==> src/rtl/traffic_lamp_pkg.sv <==
// Shared types and constants for the multi-approach traffic-lamp sequencer.
// Optional pedestrian walk phase is enabled by defining TRAFFIC_PED_EN.
package traffic_lamp_pkg;

  // Controller state; its encoding is also the externally visible phase code.
  typedef enum logic [2:0] {
    S_ALLRED = 3'd0,
    S_GREEN  = 3'd1,
    S_YELLOW = 3'd2,
    S_FLASH  = 3'd3,
    S_WALK   = 3'd4
  } phase_t;

  // Per-approach lamp encodings: {red, green, yellow}.
  localparam logic [2:0] LAMP_RED    = 3'b100;
  localparam logic [2:0] LAMP_GREEN  = 3'b010;
  localparam logic [2:0] LAMP_YELLOW = 3'b001;
  localparam logic [2:0] LAMP_OFF    = 3'b000;

  // Larger of two elaboration-time integers, used to size the dwell counter.
  function automatic int max_int(input int a, input int b);
    if (a > b) begin
      return a;
    end else begin
      return b;
    end
  endfunction

endpackage

==> src/rtl/traffic_lamp_seq_dwell_timer.sv <==
// Dwell counter for the traffic-lamp sequencer. Reloads on state entry,
// counts down on ticks and flags the tick on which the dwell expires.
module dwell_timer #(
  parameter int                CNT_W   = 4,
  parameter logic [CNT_W-1:0]  RST_VAL = {CNT_W{1'b0}}
) (
  input  logic             i_clock,
  input  logic             i_reset,
  input  logic             i_load,
  input  logic [CNT_W-1:0] i_load_val,
  input  logic             i_tick,
  output logic             o_done
);

  logic [CNT_W-1:0] r_cnt;

  // Countdown register: reload wins, then tick-gated decrement, parked at zero.
  always_ff @(posedge i_clock) begin
    if (i_reset) begin
      r_cnt <= RST_VAL;
    end else if (i_load) begin
      r_cnt <= i_load_val;
    end else if (i_tick && (r_cnt != {CNT_W{1'b0}})) begin
      r_cnt <= r_cnt - {{(CNT_W-1){1'b0}}, 1'b1};
    end else begin
      r_cnt <= r_cnt;
    end
  end

  assign o_done = (r_cnt == {CNT_W{1'b0}}) & i_tick;

endmodule

==> src/rtl/traffic_lamp_seq.sv <==
// Multi-approach traffic-lamp sequencer: round-robin GREEN -> YELLOW -> ALL-RED
// per approach, with flash override. Define TRAFFIC_PED_EN to add the
// pedestrian walk phase (i_ped_req / o_walk ports and the S_WALK state).
module traffic_lamp_seq
  import traffic_lamp_pkg::*;
#(
  parameter int NUM_DIR      = 4,
  parameter int GREEN_TICKS  = 20,
  parameter int YELLOW_TICKS = 4,
  parameter int ALLRED_TICKS = 2,
  parameter int WALK_TICKS   = 10,
  localparam int DIR_W       = $clog2(NUM_DIR)
) (
  input  logic                 i_clock,
  input  logic                 i_reset,
  input  logic                 i_tick,
  input  logic                 i_flash,
  output logic [3*NUM_DIR-1:0] o_light,
  output logic [DIR_W-1:0]     o_active_dir,
  output logic [2:0]           o_phase
`ifdef TRAFFIC_PED_EN
  ,
  input  logic                 i_ped_req,
  output logic                 o_walk
`endif
);

  localparam int MAX_DUR = max_int(max_int(GREEN_TICKS, YELLOW_TICKS),
                                   max_int(ALLRED_TICKS, WALK_TICKS));
  localparam int CNT_W   = $clog2(MAX_DUR) + 1;

  // Reload values are duration-1 so a phase spans exactly its tick count.
  localparam logic [CNT_W-1:0] GREEN_LD  = CNT_W'(GREEN_TICKS - 1);
  localparam logic [CNT_W-1:0] YELLOW_LD = CNT_W'(YELLOW_TICKS - 1);
  localparam logic [CNT_W-1:0] ALLRED_LD = CNT_W'(ALLRED_TICKS - 1);
`ifdef TRAFFIC_PED_EN
  localparam logic [CNT_W-1:0] WALK_LD   = CNT_W'(WALK_TICKS - 1);
`endif
  localparam logic [DIR_W-1:0] LAST_DIR  = DIR_W'(NUM_DIR - 1);

  phase_t               r_state;
  phase_t               w_next_state;
  logic [DIR_W-1:0]     r_dir;
  logic [DIR_W-1:0]     w_next_dir;
  logic [DIR_W-1:0]     w_inc_dir;
  logic                 r_blink;
  logic                 w_next_blink;
  logic                 w_load;
  logic [CNT_W-1:0]     w_load_val;
  logic                 w_done;
  logic [3*NUM_DIR-1:0] r_light;
`ifdef TRAFFIC_PED_EN
  logic                 r_ped_pending;
  logic                 r_walk;
`endif

  // Lamp pattern for a given state/approach/blink; evaluated on next-state values.
  function automatic logic [3*NUM_DIR-1:0] decode_light(input phase_t st,
                                                        input logic [DIR_W-1:0] d,
                                                        input logic bl);
    logic [3*NUM_DIR-1:0] res;
    logic [2:0]           lamp;
    res = {(3*NUM_DIR){1'b0}};
    for (int i = 0; i < NUM_DIR; i++) begin
      case (st)
        S_GREEN:  lamp = (d == DIR_W'(i)) ? LAMP_GREEN : LAMP_RED;
        S_YELLOW: lamp = (d == DIR_W'(i)) ? LAMP_YELLOW : LAMP_RED;
        S_FLASH:  lamp = bl ? LAMP_YELLOW : LAMP_OFF;
        default:  lamp = LAMP_RED;
      endcase
      res[3*i +: 3] = lamp;
    end
    return res;
  endfunction

  assign w_inc_dir = (r_dir == LAST_DIR) ? {DIR_W{1'b0}} : (r_dir + DIR_W'(1));

  dwell_timer #(
    .CNT_W   (CNT_W),
    .RST_VAL (ALLRED_LD)
  ) u_dwell_timer (
    .i_clock    (i_clock),
    .i_reset    (i_reset),
    .i_load     (w_load),
    .i_load_val (w_load_val),
    .i_tick     (i_tick),
    .o_done     (w_done)
  );

  // Next-state, next-approach and dwell-reload decision; flash outranks expiry.
  always_comb begin
    w_next_state = r_state;
    w_next_dir   = r_dir;
    w_load       = 1'b0;
    w_load_val   = {CNT_W{1'b0}};
    if (i_flash) begin
      if (r_state != S_FLASH) begin
        w_next_state = S_FLASH;
        w_load       = 1'b1;
      end else begin
        w_next_state = S_FLASH;
      end
    end else begin
      case (r_state)
        S_GREEN: begin
          if (w_done) begin
            w_next_state = S_YELLOW;
            w_load       = 1'b1;
            w_load_val   = YELLOW_LD;
          end else begin
            w_next_state = S_GREEN;
          end
        end
        S_YELLOW: begin
          if (w_done) begin
            w_next_state = S_ALLRED;
            w_load       = 1'b1;
            w_load_val   = ALLRED_LD;
          end else begin
            w_next_state = S_YELLOW;
          end
        end
        S_ALLRED: begin
`ifdef TRAFFIC_PED_EN
          if (w_done && r_ped_pending) begin
            w_next_state = S_WALK;
            w_load       = 1'b1;
            w_load_val   = WALK_LD;
          end else if (w_done) begin
            w_next_state = S_GREEN;
            w_next_dir   = w_inc_dir;
            w_load       = 1'b1;
            w_load_val   = GREEN_LD;
          end else begin
            w_next_state = S_ALLRED;
          end
`else
          if (w_done) begin
            w_next_state = S_GREEN;
            w_next_dir   = w_inc_dir;
            w_load       = 1'b1;
            w_load_val   = GREEN_LD;
          end else begin
            w_next_state = S_ALLRED;
          end
`endif
        end
`ifdef TRAFFIC_PED_EN
        S_WALK: begin
          if (w_done) begin
            w_next_state = S_GREEN;
            w_next_dir   = w_inc_dir;
            w_load       = 1'b1;
            w_load_val   = GREEN_LD;
          end else begin
            w_next_state = S_WALK;
          end
        end
`endif
        S_FLASH: begin
          w_next_state = S_ALLRED;
          w_load       = 1'b1;
          w_load_val   = ALLRED_LD;
        end
        default: begin
          w_next_state = S_ALLRED;
          w_load       = 1'b1;
          w_load_val   = ALLRED_LD;
        end
      endcase
    end
  end

  // Blink phase: cleared on flash entry, toggled by each tick while flashing.
  always_comb begin
    w_next_blink = r_blink;
    if ((w_next_state == S_FLASH) && (r_state != S_FLASH)) begin
      w_next_blink = 1'b0;
    end else if ((r_state == S_FLASH) && i_tick) begin
      w_next_blink = ~r_blink;
    end else begin
      w_next_blink = r_blink;
    end
  end

  // Sequencer state plus registered lamp/walk outputs decoded from the next state.
  always_ff @(posedge i_clock) begin
    if (i_reset) begin
      r_state       <= S_ALLRED;
      r_dir         <= LAST_DIR;
      r_blink       <= 1'b0;
      r_light       <= {NUM_DIR{LAMP_RED}};
`ifdef TRAFFIC_PED_EN
      r_ped_pending <= 1'b0;
      r_walk        <= 1'b0;
`endif
    end else begin
      r_state       <= w_next_state;
      r_dir         <= w_next_dir;
      r_blink       <= w_next_blink;
      r_light       <= decode_light(w_next_state, w_next_dir, w_next_blink);
`ifdef TRAFFIC_PED_EN
      r_walk        <= (w_next_state == S_WALK);
      if ((r_state == S_ALLRED) && (w_next_state == S_WALK)) begin
        r_ped_pending <= 1'b0;
      end else if (i_ped_req && (r_state != S_WALK)) begin
        r_ped_pending <= 1'b1;
      end else begin
        r_ped_pending <= r_ped_pending;
      end
`endif
    end
  end

  assign o_light      = r_light;
  assign o_active_dir = r_dir;
  assign o_phase      = r_state;
`ifdef TRAFFIC_PED_EN
  assign o_walk       = r_walk;
`endif

endmodule

==> config.mk <==
export PLATFORM = sky130hd
export DESIGN_NAME = traffic_lamp_seq
export DESIGN_NICKNAME = d
export VERILOG_FILES = /design/src/rtl/traffic_lamp_pkg.sv /design/src/rtl/traffic_lamp_seq_dwell_timer.sv /design/src/rtl/traffic_lamp_seq.sv
export SDC_FILE = /design/constraint.sdc
export NUM_CORES = 1
export LEC_CHECK = 0
export BUFFER_PORTS_ARGS = -buffer_cell sky130_fd_sc_hd__clkbuf_2
export CORE_UTILIZATION = 45
export DETAILED_ROUTE_END_ITERATION = 8
export PLACE_DENSITY = 0.66
export SYNTH_ARGS = -nofsm -noshare
export SYNTH_HDL_FRONTEND = slang
export SYNTH_SLANG_ARGS = --single-unit
==> constraint.sdc <==
create_clock -name i_clock -period 4 [get_ports i_clock]
set_input_delay 0.4 -clock i_clock [delete_from_list [all_inputs] [get_ports i_clock]]
set_output_delay 0.4 -clock i_clock [all_outputs]
set_load 0.02 [all_outputs]
# Yosys cells after proc, flatten, opt, wreduce, memory -nomap -nowiden
# Cells that the tools add are included.
# Widths: inputs -> output; s select.
[op_classes]
n_mul = 0
order_cmp = 0
shift = 0
n_reduce_logical = 9
n_div = 0
n_eq_ne = 11
n_bitwise = 2
muxes = 35
addsub = 2
[op_table]
columns = ["cell", "n"]
rows = [
  ["$pmux 3 s3", 5],
  ["$mux 3", 9],
  ["$mux 6", 3],
  ["$pmux 6 s3", 1],
  ["$mux 2", 7],
  ["$eq 3x2->1 const B", 4],
  ["$mux 1", 9],
  ["$eq 2x2->1 const B", 3],
  ["$eq 3x1->1 const B", 2],
  ["$logic_not 6->1", 1],
  ["$reduce_bool 6->1", 1],
  ["$sub 6x1->6 const B", 1],
  ["$mux 5", 1],
  ["$logic_and 1x1->1", 3],
  ["$logic_not 3->1", 1],
  ["$ne 3x2->1 const B", 1],
  ["$reduce_or 3->1", 1],
  ["$add 2x1->2 const B", 1],
  ["$eq 2x1->1 const B", 1],
  ["$logic_not 2->1", 1],
  ["$reduce_bool 2->1", 1],
  ["$and 1x1->1", 1],
  ["$not 1->1", 1],
]
[word_totals]
ff_bits = 24
in_bits = 4
mem_bits_ro = 0
ram_bits = 0
mem_count = 0
latch_bits = 0
out_inout_bits = 17
wordCells = 64

# Logic depth before layout (Yosys ltp)
# Gate-level depths: netlist of run 1.
[depth]
depth_word = 10
ltp_mapped = 8

# By module
# From an unflattened synthesis of run 1, not the netlist that was laid out.
[unflattened]
hier_cells = 139
area_unflattened_um2 = 1183.6
[modules_own_cells]
columns = ["module", "instances", "seq_area_each_um2", "area_each_um2", "cells_per_inst"]
rows = [
  ["traffic_lamp_seq", 1, 340.3, 815.8, 94],
  ["dwell_timer", 1, 120.1, 367.9, 45],
]

# Worst setup path after synthesis of run 1
# No wires, ideal clock.
[synth_timing]
path_kind = "register to register"
from = "register u_dwell_timer.r_cnt[2]"
to = "register r_light[6] (netlist: o_light[6])"
arrival_time_ns = 2.005
t_required_ns = 3.930
path_buffers = 2
setup_ns = 0.070
path_stages_with_launch = 8
path_slack_ns = 1.925
path_cell_list = "dfxtp_1 or3_1 buf_2 or2_0 buf_2 nor4_4 mux2_2 a21oi_1"
[synth_between]
elab_chain_cells = 10
elab_cells_between_ends = 19
cone_classes = "eq/ne (4); mux (12); bitwise (1); reduce/logical (2)"
[synth_rtl]
columns = ["item", "line_no", "source"]
rows = [
  ["start, declared", "traffic_lamp_seq_dwell_timer.sv:15", "logic [CNT_W-1:0] r_cnt;"],
  ["start signal, assigned", "traffic_lamp_seq_dwell_timer.sv:22", "r_cnt <= i_load_val;"],
  ["start signal, assigned", "traffic_lamp_seq_dwell_timer.sv:24", "r_cnt <= r_cnt - {{(CNT_W-1){1'b0}}, 1'b1};"],
  ["start signal, assigned", "traffic_lamp_seq_dwell_timer.sv:26", "r_cnt <= r_cnt;"],
  ["$logic_not 6->1 *", "traffic_lamp_seq_dwell_timer.sv:30", "assign o_done = (r_cnt == {CNT_W{1'b0}}) & i_tick;"],
  ["$and 1x1->1 *", "traffic_lamp_seq_dwell_timer.sv:30", ""],
  ["$mux 1 (tied with other cells)", "traffic_lamp_seq.sv:138", "if (w_done) begin"],
  ["$pmux 3 s3", "traffic_lamp_seq.sv:104", "case (r_state)"],
  ["$mux 3", "traffic_lamp_seq.sv:96", "if (i_flash) begin"],
  ["$eq 3x2->1", "traffic_lamp_seq.sv:65, traffic_lamp_seq.sv:177", ""],
  ["$logic_and 1x1->1", "traffic_lamp_seq.sv:177", "if ((w_next_state == S_FLASH) && (r_state != S_FLASH)) begin"],
  ["$mux 1", "traffic_lamp_seq.sv:177", ""],
  ["$mux 1", "traffic_lamp_seq.sv:68", "S_FLASH: lamp = bl ? LAMP_YELLOW : LAMP_OFF;"],
  ["$pmux 3 s3 *", "traffic_lamp_seq.sv:65", "case (st)"],
  ["end signal, assigned", "traffic_lamp_seq.sv:192", "r_light <= {NUM_DIR{LAMP_RED}};"],
  ["end signal, assigned", "traffic_lamp_seq.sv:201", "r_light <= decode_light(w_next_state, w_next_dir, w_next_blink);"],
  ["end, declared", "traffic_lamp_seq.sv:51", "logic [3*NUM_DIR-1:0] r_light;"],
]
# Mark *: on every way between the ends. The rest lies on a longest branch, timed or not.
# A chain may end at the register's enable or synchronous reset.

# Worst setup path in the final report of run 1
# Same ends and word-level chain as after synthesis.

==> key figures, run 1 <==
Yosys
  – Yosys warnings: 0
  – Commonest register cell after synthesis: dfxtp_1
  – Post-synth EDFFs: 0
  – Cell area after synthesis: about 0.0012 sq mm
  – Avg Inst Size Synth: 8.12 sq um
  – Yosys reg bits: 23
  – Seq/Total Area, Yosys: 38.8%
  – Mapped Nets: between 150 and 200
  – Synthesized instance count: 146
  – Count of different cell masters after synthesis: 41
  – Async set or reset register ratio after synthesis: 0%

Detailed routing
  – Total Wirelength: 2420 microns
  – Vias/cell: 5.51
  – Starting DRT DRC Count: 41
  – Routed len/inst: approximately 13 microns
  – Routed Antenna Nets: 0
  – Residual DRC: 0
  – DRT Pass-1 Iters: 4
  – DR vias: 1036

Pwr
  – Worst IR Drop VDD: 0.232 mV
  – Part of the power in registers: 55.9%
  – Combinational power share: 20.2%
  – PwrDens: between 300 and 400 mW/mm^2
  – Sw power: 142 uW
  – Leak Pwr: 0.000519 uW
  – Clk network pwr share: roughly a quarter
  – Switching Fraction: 31.3%
  – Internal power: a little over 300 uW

Floorplan
  – Die height: ~53 microns
  – Core area: approximately 0.0025 sq mm
  – Die Width: 53.3 microns
  – Io pins: 21
  – Die area: 0.00285 sq mm
  – Initial Util: 47.9%
  – Row cnt: 18

Placed design
  – GPL Wtd Cong: between 0.8 and 0.9
  – Cells after DPL: between 150 and 200
  – Hpwl dp: 1800 microns
  – Pre-CTS setup slack: roughly 1.8 ns
  – DP Area: 0.00127 sq mm
  – I/O Buffers: 19

Final layout
  – Most frequent cells in the layout: dfxtp_1 (23), nor2_1 (21), clkbuf_2 (19)
  – Post-synthesis to final-layout area growth: 9.49%
  – Final-stage net count: 166
  – Multi-input logic area: 663 sq um
  – Filler instances: between 200 and 250
  – Commonest non-fill, non-tap cell in the layout: dfxtp_1
  – Finished Layout Cells: approximately 190
  – Finished Cell Area: 0.00130 sq mm
  – N_diodes: 0
  – Storage cell area: 460 sq um
  – Layout cell share with drive strength beyond 1: 16.5%

Timing
  – RSZ-0062 raised after global routing: no
  – Final setup fails: 0
  – Worst slew margin: 62.4%
  – Tmin final: approximately 2.2 ns
  – Period utilization: 56.0%
  – Max Fclk: between 0.4 and 0.5 GHz
  – Worst Hold Slack: 0.361 ns
  – Final WS setup: 1.76 ns
  – Max Slew Vio Count: 0
  – Final hold violations: 0
  – Worst Tran Pin Value: between 0.5 and 0.6 ns
  – Setup Skew: 0.00336 ns
  – Total Neg Setup Slack: 0 ns

Clocking
  – CTS root buf: clkbuf_4
  – H-Tree Level Count: 1
  – CTS tree: yes
  – Hold buffers post-CTS: 0
  – Total clock sinks: 23
  – Clk_lat worst skew: roughly 0.31 ns
  – Clock buffer count from CTS: 3
  – Clk slew on worst S/H paths: 0.13 ns
  – Post-CTS setup buffers: 0
  – Resize count post-CTS: 0
  – Longest Clk Path Bufs: 2

Global routing
  – Vias in the first global route: 890
  – First-pass GRT wire length: 3840 microns
  – GR Overflow Total: 0
  – GRT Util Overall: 18.6%
  – Number of antenna violations at the first check in global routing: 0
  – Pin count of the biggest net entering global routing: 17

Critical path
  – Family with the most delay on the worst path: simple AND/OR/NAND/NOR gates
  – Worst-path maximum fanout: 8
  – CP required: 4.25 ns
  – Endpoint class of the critical path: flop
  – CP bufs+invs: 0
  – Crit-path max cell delay: 0.49 ns
  – CP max stage cell: or3_1
  – Reg-to-reg slack, setup: 1.76 ns
  – Crit-path cells: or3_1 > or2_0 > nor4_4 > mux2_2 > a21oi_1
  – Crit Path Class: flop to flop
  – Crit path DAT: 2.49 ns
  – Critical R2R Launch: u_dwell_timer.r_cnt[2]
  – Worst r2r dst: o_light[6]
  – Startpoint class of the critical path: flop
  – Worst setup path startpoint: u_dwell_timer.r_cnt[2]
  – Worst reg-to-reg path cell count: 5

Flow run
  – Max-Cap Viols: 0

Outcome
  – Status: complete, no violations

Hold path
  – HP Start: i_reset
  – Hold path depth: 2
  – Hold crit path type: input pin to flop
  – Min-Delay Endpoint: o_phase[1]
-- power groups by stage --
stage	Clock, uW	Combinational [uW]	Sequential, uW
4_1_cts	113	91.8	254
2_1_floorplan	0	69.7	261
3_5_place_dp	0	91.3	259
3_3_place_gp	0	89.3	258
6_report	108	91.6	254
5_1_grt	123	102	256
-- per-stage QoR --
step	util, %	total power, uW
3_5_place_dp	51.3	350
4_1_cts	52.4	458
5_1_grt	52.4	481
3_3_place_gp	51.3	348
6_report	52.4	454
2_1_floorplan	-	331
-- flip-flops by register name, summed over array words and instances, names as in the netlist --
signal,flops
o_active_dir,2
o_light,12
o_phase,2
r_blink,1
u_dwell_timer.r_cnt,6
-- cell type report --
type / count / area share (%)
clock buffers: 3 / 1.73
clock inverters: 1 / 0.385
inverters: 4 / 1.16
multi-input cells: 108 / 51.1
flip-flops and latches: 23 / 35.5
well taps: 30 / 2.89
repair buffers: 19 / 7.32
-- worst max-delay path by stage --
stage	end	cells past startpoint
CTS	o_light[6]	5
global route	o_light[6]	5
floorplan	o_light[6]	7
detailed placement	o_light[6]	5
global placement	o_light[6]	5
finish	o_light[6]	5
-- logic make-up (layout without fill, tap and decap cells) --
kind of cell	count (synthesis)	after routing	synth area share (%)
flip-flops	23	23	38.8
XOR/XNOR	4	4	2.95
buffers and inverters	15	27	5.27
AO/OA/AOI/OAI	36	36	19.7
multiplexers	5	5	4.32
adder cells (fa/ha/maj)	3	3	3.16
other	1	1	0.316
AND/OR/NAND/NOR	59	59	25.4
-- cells in the mapped netlist, types with 2 or more instances --
library cell | n | area [sq um]
o21ai_0 | 7 | 35.0
ha_1 | 3 | 37.5
buf_2 | 2 | 10.0
a21o_1 | 2 | 15.0
clkbuf_1 | 7 | 26.3
dfxtp_1 | 23 | 460
nor2_1 | 21 | 78.8
xor2_1 | 2 | 17.5
nand2_1 | 11 | 41.3
nor4_1 | 2 | 12.5
nand2b_1 | 3 | 18.8
a21oi_1 | 10 | 50.1
nand3b_1 | 3 | 22.5
inv_1 | 3 | 11.3
nand3_1 | 2 | 10.0
nor2b_1 | 3 | 18.8
a221o_1 | 2 | 20.0
mux2i_1 | 4 | 40.0
a31oi_1 | 3 | 18.8
o31ai_1 | 4 | 30.0
o21a_1 | 3 | 22.5
nor3_1 | 6 | 30.0
xnor2_1 | 2 | 17.5
-- worst reg2reg max path: cells and delay by family, from the launching register on --
family	cells	cell delay [ns]
flip-flops	1	0.37
AO/OA/AOI/OAI	1	0.13
AND/OR/NAND/NOR	3	1.28
multiplexers	1	0.40
-- layer usage --
| metal | track usage, % | share of wire (%) | vias up |
|---|---|---|---|
| li1 | - | - | 539 |
| met5 | 0 | 0 | - |
| met3 | 2.59 | 3.3 | 2 |
| met2 | 32.9 | 53 | 23 |
| met4 | 7.89 | 0.83 | 0 |
| met1 | 21.9 | 43 | 472 |
(Power assumes the default switching activity.)
==> run 2: changes to the inputs <==
ABC_AREA = 1   (was default)
PLACE_DENSITY = 0.69   (was 0.66)
clock period = 1.8 ns   (was 4 ns; I/O delays follow)
==> run 2 against run 1 <==
  * Sequential cell count unchanged
  * Core utilization up 3.7 points
  * Wire length is 7.2% lower
  * Cell area shrank 1.7%
  * Sequential power rose by 120%
  * Critical path type unchanged
  * Critical endpoint is now o_light[9]
==> key figures, run 2 <==
Critical path
  – Crit-path max cell delay: 0.33 ns (-0.16 ns)
  – Crit-path cells: inv_1 > ha_1 > nand3_2 > nor2_4 > nand4_1 > nand2_2 > nand3_1 > a21oi_1
  – CP max stage cell: dfxtp_1
  – Worst reg-to-reg path cell count: 8 (+3)
  – CP endpoint: o_light[9]
  – Crit path DAT: 1.82 ns (-0.67 ns)
  – Critical R2R Launch: u_dwell_timer.r_cnt[0]
  – Reg-to-reg slack, setup: 0.21 ns (-1.55 ns)
  – Worst r2r dst: o_light[9]
  – CP bufs+invs: 1 (+1)
  – Worst-path maximum fanout: 7 (-1)
  – Family with the most delay on the worst path: simple AND/OR/NAND/NOR gates
  – CP required: 2.03 ns (-2.22 ns)
  – Crit Path Class: flop to flop
  – Worst path depth: 8 (+3)
  – Startpoint class of the critical path: flop
  – Worst setup path startpoint: u_dwell_timer.r_cnt[0]
  – Endpoint class of the critical path: flop

Yosys
  – Most numerous cell in the Yosys netlist: nand2_1
  – Cell area after synthesis: 0.00113 sq mm (-5.1%)
  – Async set or reset register ratio after synthesis: 0% (unchanged)
  – Synthesized instance count: 151 (+3.4%)
  – Commonest register cell after synthesis: dfxtp_1
  – Avg Inst Size Synth: 7.46 sq um (-8.2%)
  – Mapped Nets: 158 (+3.3%)
  – Count of different cell masters after synthesis: 25 (-39%)
  – Share of the synthesized area in the top cell type: 40.9% (+2.1 points)
  – Top cells by count, synth: nand2_1 (35), dfxtp_1 (23), inv_1 (15), nor2_1 (15), nand2_2 (12)
  – Post-synth EDFFs: 0 (unchanged)
  – Yosys reg bits: 23 (unchanged)
  – Area contributors post-synth: dfxtp_1 (41%), nand2_1 (12%), nand2_2 (6.7%), inv_1 (5.0%), nor2_1 (5.0%)
  – Seq/Total Area, Yosys: 40.9% (+2.1 points)
  – Yosys warnings: 0 (unchanged)
  – Area leader, netlist: dfxtp_1

Hold path
  – Hold crit path type: input pin to flop
  – HP Start: i_reset

Timing
  – Total Neg Setup Slack: 0 ns (unchanged)
  – RSZ-0062 raised after global routing: no
  – Max Fclk: 0.629 GHz (+41%)
  – Final setup fails: 0 (unchanged)
  – Tmin final: 1.59 ns (-0.650 ns)
  – Final WS setup: 0.210 ns (-1.55 ns)
  – Setup Skew: 0.0101 ns (+0.00670 ns)
  – Max Slew Vio Count: 0 (unchanged)
  – Final hold violations: 0 (unchanged)
  – Period utilization: 88.3% (+32 points)

Global routing
  – First-pass GRT wire length: 3840 microns (unchanged)
  – Pin count of the biggest net entering global routing: 14 (-3)
  – Vias in the first global route: 940 (+5.6%)
  – Number of antenna violations at the first check in global routing: 0 (unchanged)
  – GR Overflow Total: 0 (unchanged)
  – GRT Util Overall: 19.3% (+0.65 points)

Final layout
  – Filler instances: 218 (-12%)
  – Most frequent cells in the layout: nand2_1 (35), dfxtp_1 (23), clkbuf_2 (19)
  – Finished Cell Area: 0.00128 sq mm (-1.7%)
  – Final-stage net count: 181 (+9.0%)
  – Layout cell share with drive strength beyond 1: 28.9% (+12 points)
  – N_diodes: 0 (unchanged)
  – Commonest non-fill, non-tap cell in the layout: nand2_1
  – Finished Layout Cells: 201 (+6.9%)
  – Post-synthesis to final-layout area growth: 13.3%
  – Max FFs per register: 12 (unchanged)

Clocking
  – CTS tree: yes
  – Clock buffer count from CTS: 3 (unchanged)
  – CTS root buf: clkbuf_4
  – Hold buffers post-CTS: 0 (unchanged)
  – H-Tree Level Count: 1 (unchanged)
  – Total clock sinks: 23 (unchanged)
  – Resize count post-CTS: 0 (unchanged)
  – Clk slew on worst S/H paths: 0.13 ns (about the same)
  – Longest Clk Path Bufs: 2 (unchanged)
  – Post-CTS setup buffers: 0 (unchanged)
  – Clk_lat worst skew: 0.31 ns (about the same)

Detailed routing
  – Total Wirelength: 2250 microns (-7.2%)
  – DR vias: 1016 (-1.9%)
  – Starting DRT DRC Count: 18 (-56%)
  – DRT Pass-1 Iters: 4 (unchanged)
  – Routed len/inst: 11.2 microns (-13%)
  – Vias/cell: 5.05 (-8.3%)
  – Residual DRC: 0 (unchanged)
  – Routed Antenna Nets: 0 (unchanged)

Placed design
  – Cells after DPL: 197 (+7.1%)
  – Hpwl dp: 1740 microns (-3.0%)
  – GPL Wtd Cong: 0.900 (+6.0%)
  – DP Area: 0.00125 sq mm (-1.8%)
  – I/O Buffers: 19 (unchanged)
  – Pre-CTS setup slack: 0.275 ns (-1.54 ns)

Outcome
  – Status: complete, no violations

Floorplan
  – Initial Util: 49.5% (+1.6 points)
  – Die area: 0.00271 sq mm (-4.9%)
  – Core area: 0.00228 sq mm (-8.1%)
  – Io pins: 21 (unchanged)
  – Die height: 52.0 microns (-2.5%)
  – Row cnt: 17 (-1)
  – Die Width: 52.0 microns (-2.5%)

Pwr
  – PwrDens: 867 mW/mm^2 (+150%)
  – Worst IR Drop VDD: 0.586 mV (+150%)
  – Leak Pwr: 0.000621 uW (+20%)

Flow run
  – Max-Cap Viols: 0 (unchanged)
[run 2: cell count changes after synthesis, moves of 4 or more]
cell | before | now
nand3_1 | 2 | 11
nand2_1 | 11 | 35
nand2_2 | 0 | 12
nor2_1 | 21 | 15
o31ai_1 | 4 | 0
a21oi_1 | 10 | 5
clkbuf_1 | 7 | 0
inv_1 | 3 | 15
nor2_2 | 0 | 4
nor3_1 | 6 | 0
nand4_1 | 1 | 7
o21ai_0 | 7 | 1
mux2i_1 | 4 | 0
[run 2: layout make-up]
| type | instances | area, sq um | share of cell area (%) |
|---|---|---|---|
| Timing Repair Buffer | 19 | 95.1 | 7.45 |
| Tap cell | 28 | 35.0 | 2.75 |
| Clock inverter | 1 | 5.00 | 0.392 |
| Inverter | 18 | 67.6 | 5.29 |
| Clock buffer | 3 | 22.5 | 1.76 |
| Multi-Input combinational cell | 109 | 591 | 46.3 |
| Sequential cell | 23 | 460 | 36.1 |
[run 2: layer usage]
metal	up-vias	global-route usage (%)	wire, microns
met4	0	8.11	36
li1	520	-	-
met2	20	34.8	1130
met3	5	3.51	78
met5	-	0	0
met1	471	21.7	1010
[run 2: power breakdown]
part | switching, uW | internal, uW | total [uW]
logic | 199 | 97.0 | 296
clock network | 157 | 83.1 | 240
registers | 23.4 | 546 | 570
total | 380 | 727 | 1110
[run 2: worst min path at each step]
| stage | end | cells after the start |
|---|---|---|
| after CTS | o_light[0] | 2 |
| after global routing | r_blink | 2 |
| after global placement | o_light[3] | 2 |
| final | o_light[0] | 2 |
| after detailed placement | o_light[0] | 2 |
| after floorplan | o_light[0] | 1 |
[run 2: kinds of logic after synthesis]
kind of cell | share of synthesized area, %
buffers and inverters | 6.67
XOR/XNOR | 1.56
other | 0.333
AO/OA/AOI/OAI | 6.89
flip-flops | 40.9
AND/OR/NAND/NOR | 40.3
adder cells (fa/ha/maj) | 3.33
[run 2: metrics by stage]
stage	util (%)	total power, uW	hold slack (ns)
floorplan	-	806	0.249
global placement	54.9	872	0.431
detailed placement	54.9	878	0.426
CTS	56.1	1110	0.0835
global route	56.1	1180	0.0792
finish	56.1	1110	0.0834
[run 2: worst reg2reg max path, delay by kind of cell (launching register included)]
| family | cells | cell delay (ns) |
|---|---|---|
| buffers and inverters | 1 | 0.11 |
| AOI/OAI and AO/OA | 1 | 0.18 |
| DFF | 1 | 0.33 |
| adders and majority gates | 1 | 0.21 |
| and+or+nand+nor | 5 | 0.68 |
==> run 3: changes to the inputs <==
clock period = 1.43 ns   (was 1.8 ns; I/O delays follow)
==> run 3 against run 2 <==
  * The flow now finishes with violations (setup timing)
  * Sequential cell count stayed put
  * First-iteration DRC count fell by 28%
  * Via count grew 2.5%
  * Highest routed layer unchanged
  * Critical path depth rose by 1
  * Sequential share of layout area is 4.7 points lower
  * Core utilization up 8.7 points
==> key figures, run 3 (same netlist as run 2, synthesis figures left out) <==
Outcome
  – Status: finished, violations left
  – Violated checks: setup timing

Final layout
  – Layout cell share with drive strength beyond 1: 44.3% (+15 points)
  – Filler instances: 199 (-8.7%)
  – Final Util: 64.8% (+8.7 points)
  – Storage cell area: 463 sq um (+0.54%)
  – Finished Cell Area: 0.00147 sq mm (+15%)
  – Multi-input logic area: 707 sq um (+20%)
  – Most frequent cells in the layout: nand2_1 (29), dfxtp_1 (21), clkbuf_2 (19)
  – Max FFs per register: 12 (unchanged)
  – Post-synthesis to final-layout area growth: 30.9%
  – Commonest non-fill, non-tap cell in the layout: nand2_1
  – N_diodes: 0 (unchanged)
  – Finished Layout Cells: 211 (+5.0%)
  – Final-stage net count: 191 (+5.5%)

Floorplan
  – Die Width: 52.0 microns (unchanged)
  – Die area: 0.00271 sq mm (unchanged)
  – Die height: 52.0 microns (unchanged)
  – Core area: 0.00228 sq mm (unchanged)
  – Io pins: 21 (unchanged)
  – Initial Util: 49.5% (unchanged)
  – Row cnt: 17 (unchanged)

Clocking
  – H-Tree Level Count: 1 (unchanged)
  – Clock buffer count from CTS: 3 (unchanged)
  – CTS tree: yes
  – Total clock sinks: 23 (unchanged)
  – Longest Clk Path Bufs: 2 (unchanged)
  – Clk slew on worst S/H paths: 0.14 ns (about the same)
  – Clk_lat worst skew: 0.31 ns (about the same)
  – CTS root buf: clkbuf_4

Global routing
  – GRT Util Overall: 20.1% (+0.84 points)
  – Vias in the first global route: 957 (+1.8%)
  – GR Overflow Total: 0 (unchanged)
  – Number of antenna violations at the first check in global routing: 0 (unchanged)
  – Pin count of the biggest net entering global routing: 14 (unchanged)
  – First-pass GRT wire length: 4000 microns (+4.3%)

Placed design
  – Hpwl dp: 1710 microns (-2.0%)
  – DP Area: 0.00129 sq mm (+3.0%)
  – Cells after DPL: 202 (+2.5%)
  – I/O Buffers: 19 (unchanged)
  – GPL Wtd Cong: 0.873 (-3.0%)

Critical path
  – CP required: 1.63 ns (-0.40 ns)
  – Worst-path maximum fanout: 5 (-2)
  – Critical R2R Launch: u_dwell_timer.r_cnt[0]
  – Startpoint class of the critical path: flop
  – Crit Path Class: flop to flop
  – Endpoint class of the critical path: flop
  – Worst setup path startpoint: u_dwell_timer.r_cnt[0]
  – Crit path DAT: 1.70 ns (-0.12 ns)

Pwr
  – Leak Pwr: 0.000682 uW (+9.9%)
  – Worst IR Drop VDD: 0.740 mV (+26%)
  – PwrDens: 1020 mW/mm^2 (+17%)

Detailed routing
  – Routed len/inst: 11.2 microns (about the same)
  – Residual DRC: 0 (unchanged)
  – DRT Pass-1 Iters: 4 (unchanged)
  – DR vias: 1041 (+2.5%)
  – Vias/cell: 4.93 (-2.4%)
  – Starting DRT DRC Count: 13 (-5)
  – Total Wirelength: 2360 microns (+4.9%)
  – Routed Antenna Nets: 0 (unchanged)

Timing
  – Setup Skew: 0.0149 ns (+0.00485 ns)
  – Final WS setup: -0.0661 ns (-0.276 ns)
  – Final setup fails: 15 (+15)
  – RSZ-0062 raised after global routing: yes
  – Max Slew Vio Count: 0 (unchanged)
  – Tmin final: 1.50 ns (-0.0938 ns)
  – Period utilization: 105% (+16 points)
  – Max Fclk: 0.668 GHz (+6.3%)
  – Final hold violations: 0 (unchanged)

Hold path
  – Hold crit path type: input pin to flop
  – HP Start: i_reset

Flow run
  – Max-Cap Viols: 0 (unchanged)
-- run 3: cell types whose count changed in the layout (fill, tap and decap cells not counted), moves of 4 or more --
cell	before	now
nand2_1	35	29
nand2_4	1	7
nand3_1	11	7
buf_4	0	9
-- run 3: final timing paths --
check | end | slack [ns] | cells past startpoint
hold / removal | o_light[3] | 0.08 | 2
setup reg to reg | o_light[9] | -0.07 | 9
setup / recovery | o_light[9] | -0.07 | 9
hold reg to reg | u_dwell_timer.r_cnt[0] | 0.53 | 2
-- run 3: area by class of cell --
cell class | count | share of cell area, %
clock buffer | 3 | 1.53
clock inverter | 1 | 0.340
inverter | 18 | 4.58
sequential | 23 | 31.4
timing repair buffer | 29 | 11.8
tap | 28 | 2.38
multi-input combinational | 109 | 48.0
-- run 3: routing by layer --
metal,wire (microns),global-route usage [%]
met3,58,3.51
met4,21,6.76
met2,1240,37.0
met1,1040,23.0
met5,0,0
-- run 3: worst max-delay path, stage by stage, from the launching register on --
cell and delay, ns:
dfxtp_2 0.35, inv_2 0.07, ha_4 0.17, nand2_4 0.05, nor2_4 0.11, nand4_1 0.20
nand2_1 0.19, nand2_4 0.10, nand3_2 0.09, a21oi_2 0.05
-- run 3: repair_timing --
| item | 4_1_cts | 5_1_grt |
|---|---|---|
| resized for setup | 15 | 18 |
| hold endpoints to repair | 0 | 0 |
| pin swaps | 7 | 23 |
| buffers inserted | 2 | 3 |
| endpoints found under the setup margin | 17 | 20 |
| hold buffers | 0 | 0 |
-- run 3: through the flow --
step           hold WS (ns)  setup WS, ns  setup TNS (ns)  total power [uW]
6_report             0.0759       -0.0661          -0.640              1500
3_3_place_gp          0.393       -0.0163         -0.0457              1110
2_1_floorplan         0.212         0.101               0              1010
3_5_place_dp          0.393       -0.0536          -0.286              1120
4_1_cts              0.0580       -0.0311          -0.134              1460
5_1_grt              0.0697        -0.184           -2.53              1600
-- run 3: power by group --
group | switching, uW | internal (uW) | total [uW] | leakage, uW
Combinational | 295 | 184 | 478 | 0.000475
Sequential | 31.5 | 689 | 721 | 0.000189
Clock | 196 | 104 | 300 | 0.0000177
Total | 522 | 977 | 1500 | 0.000682
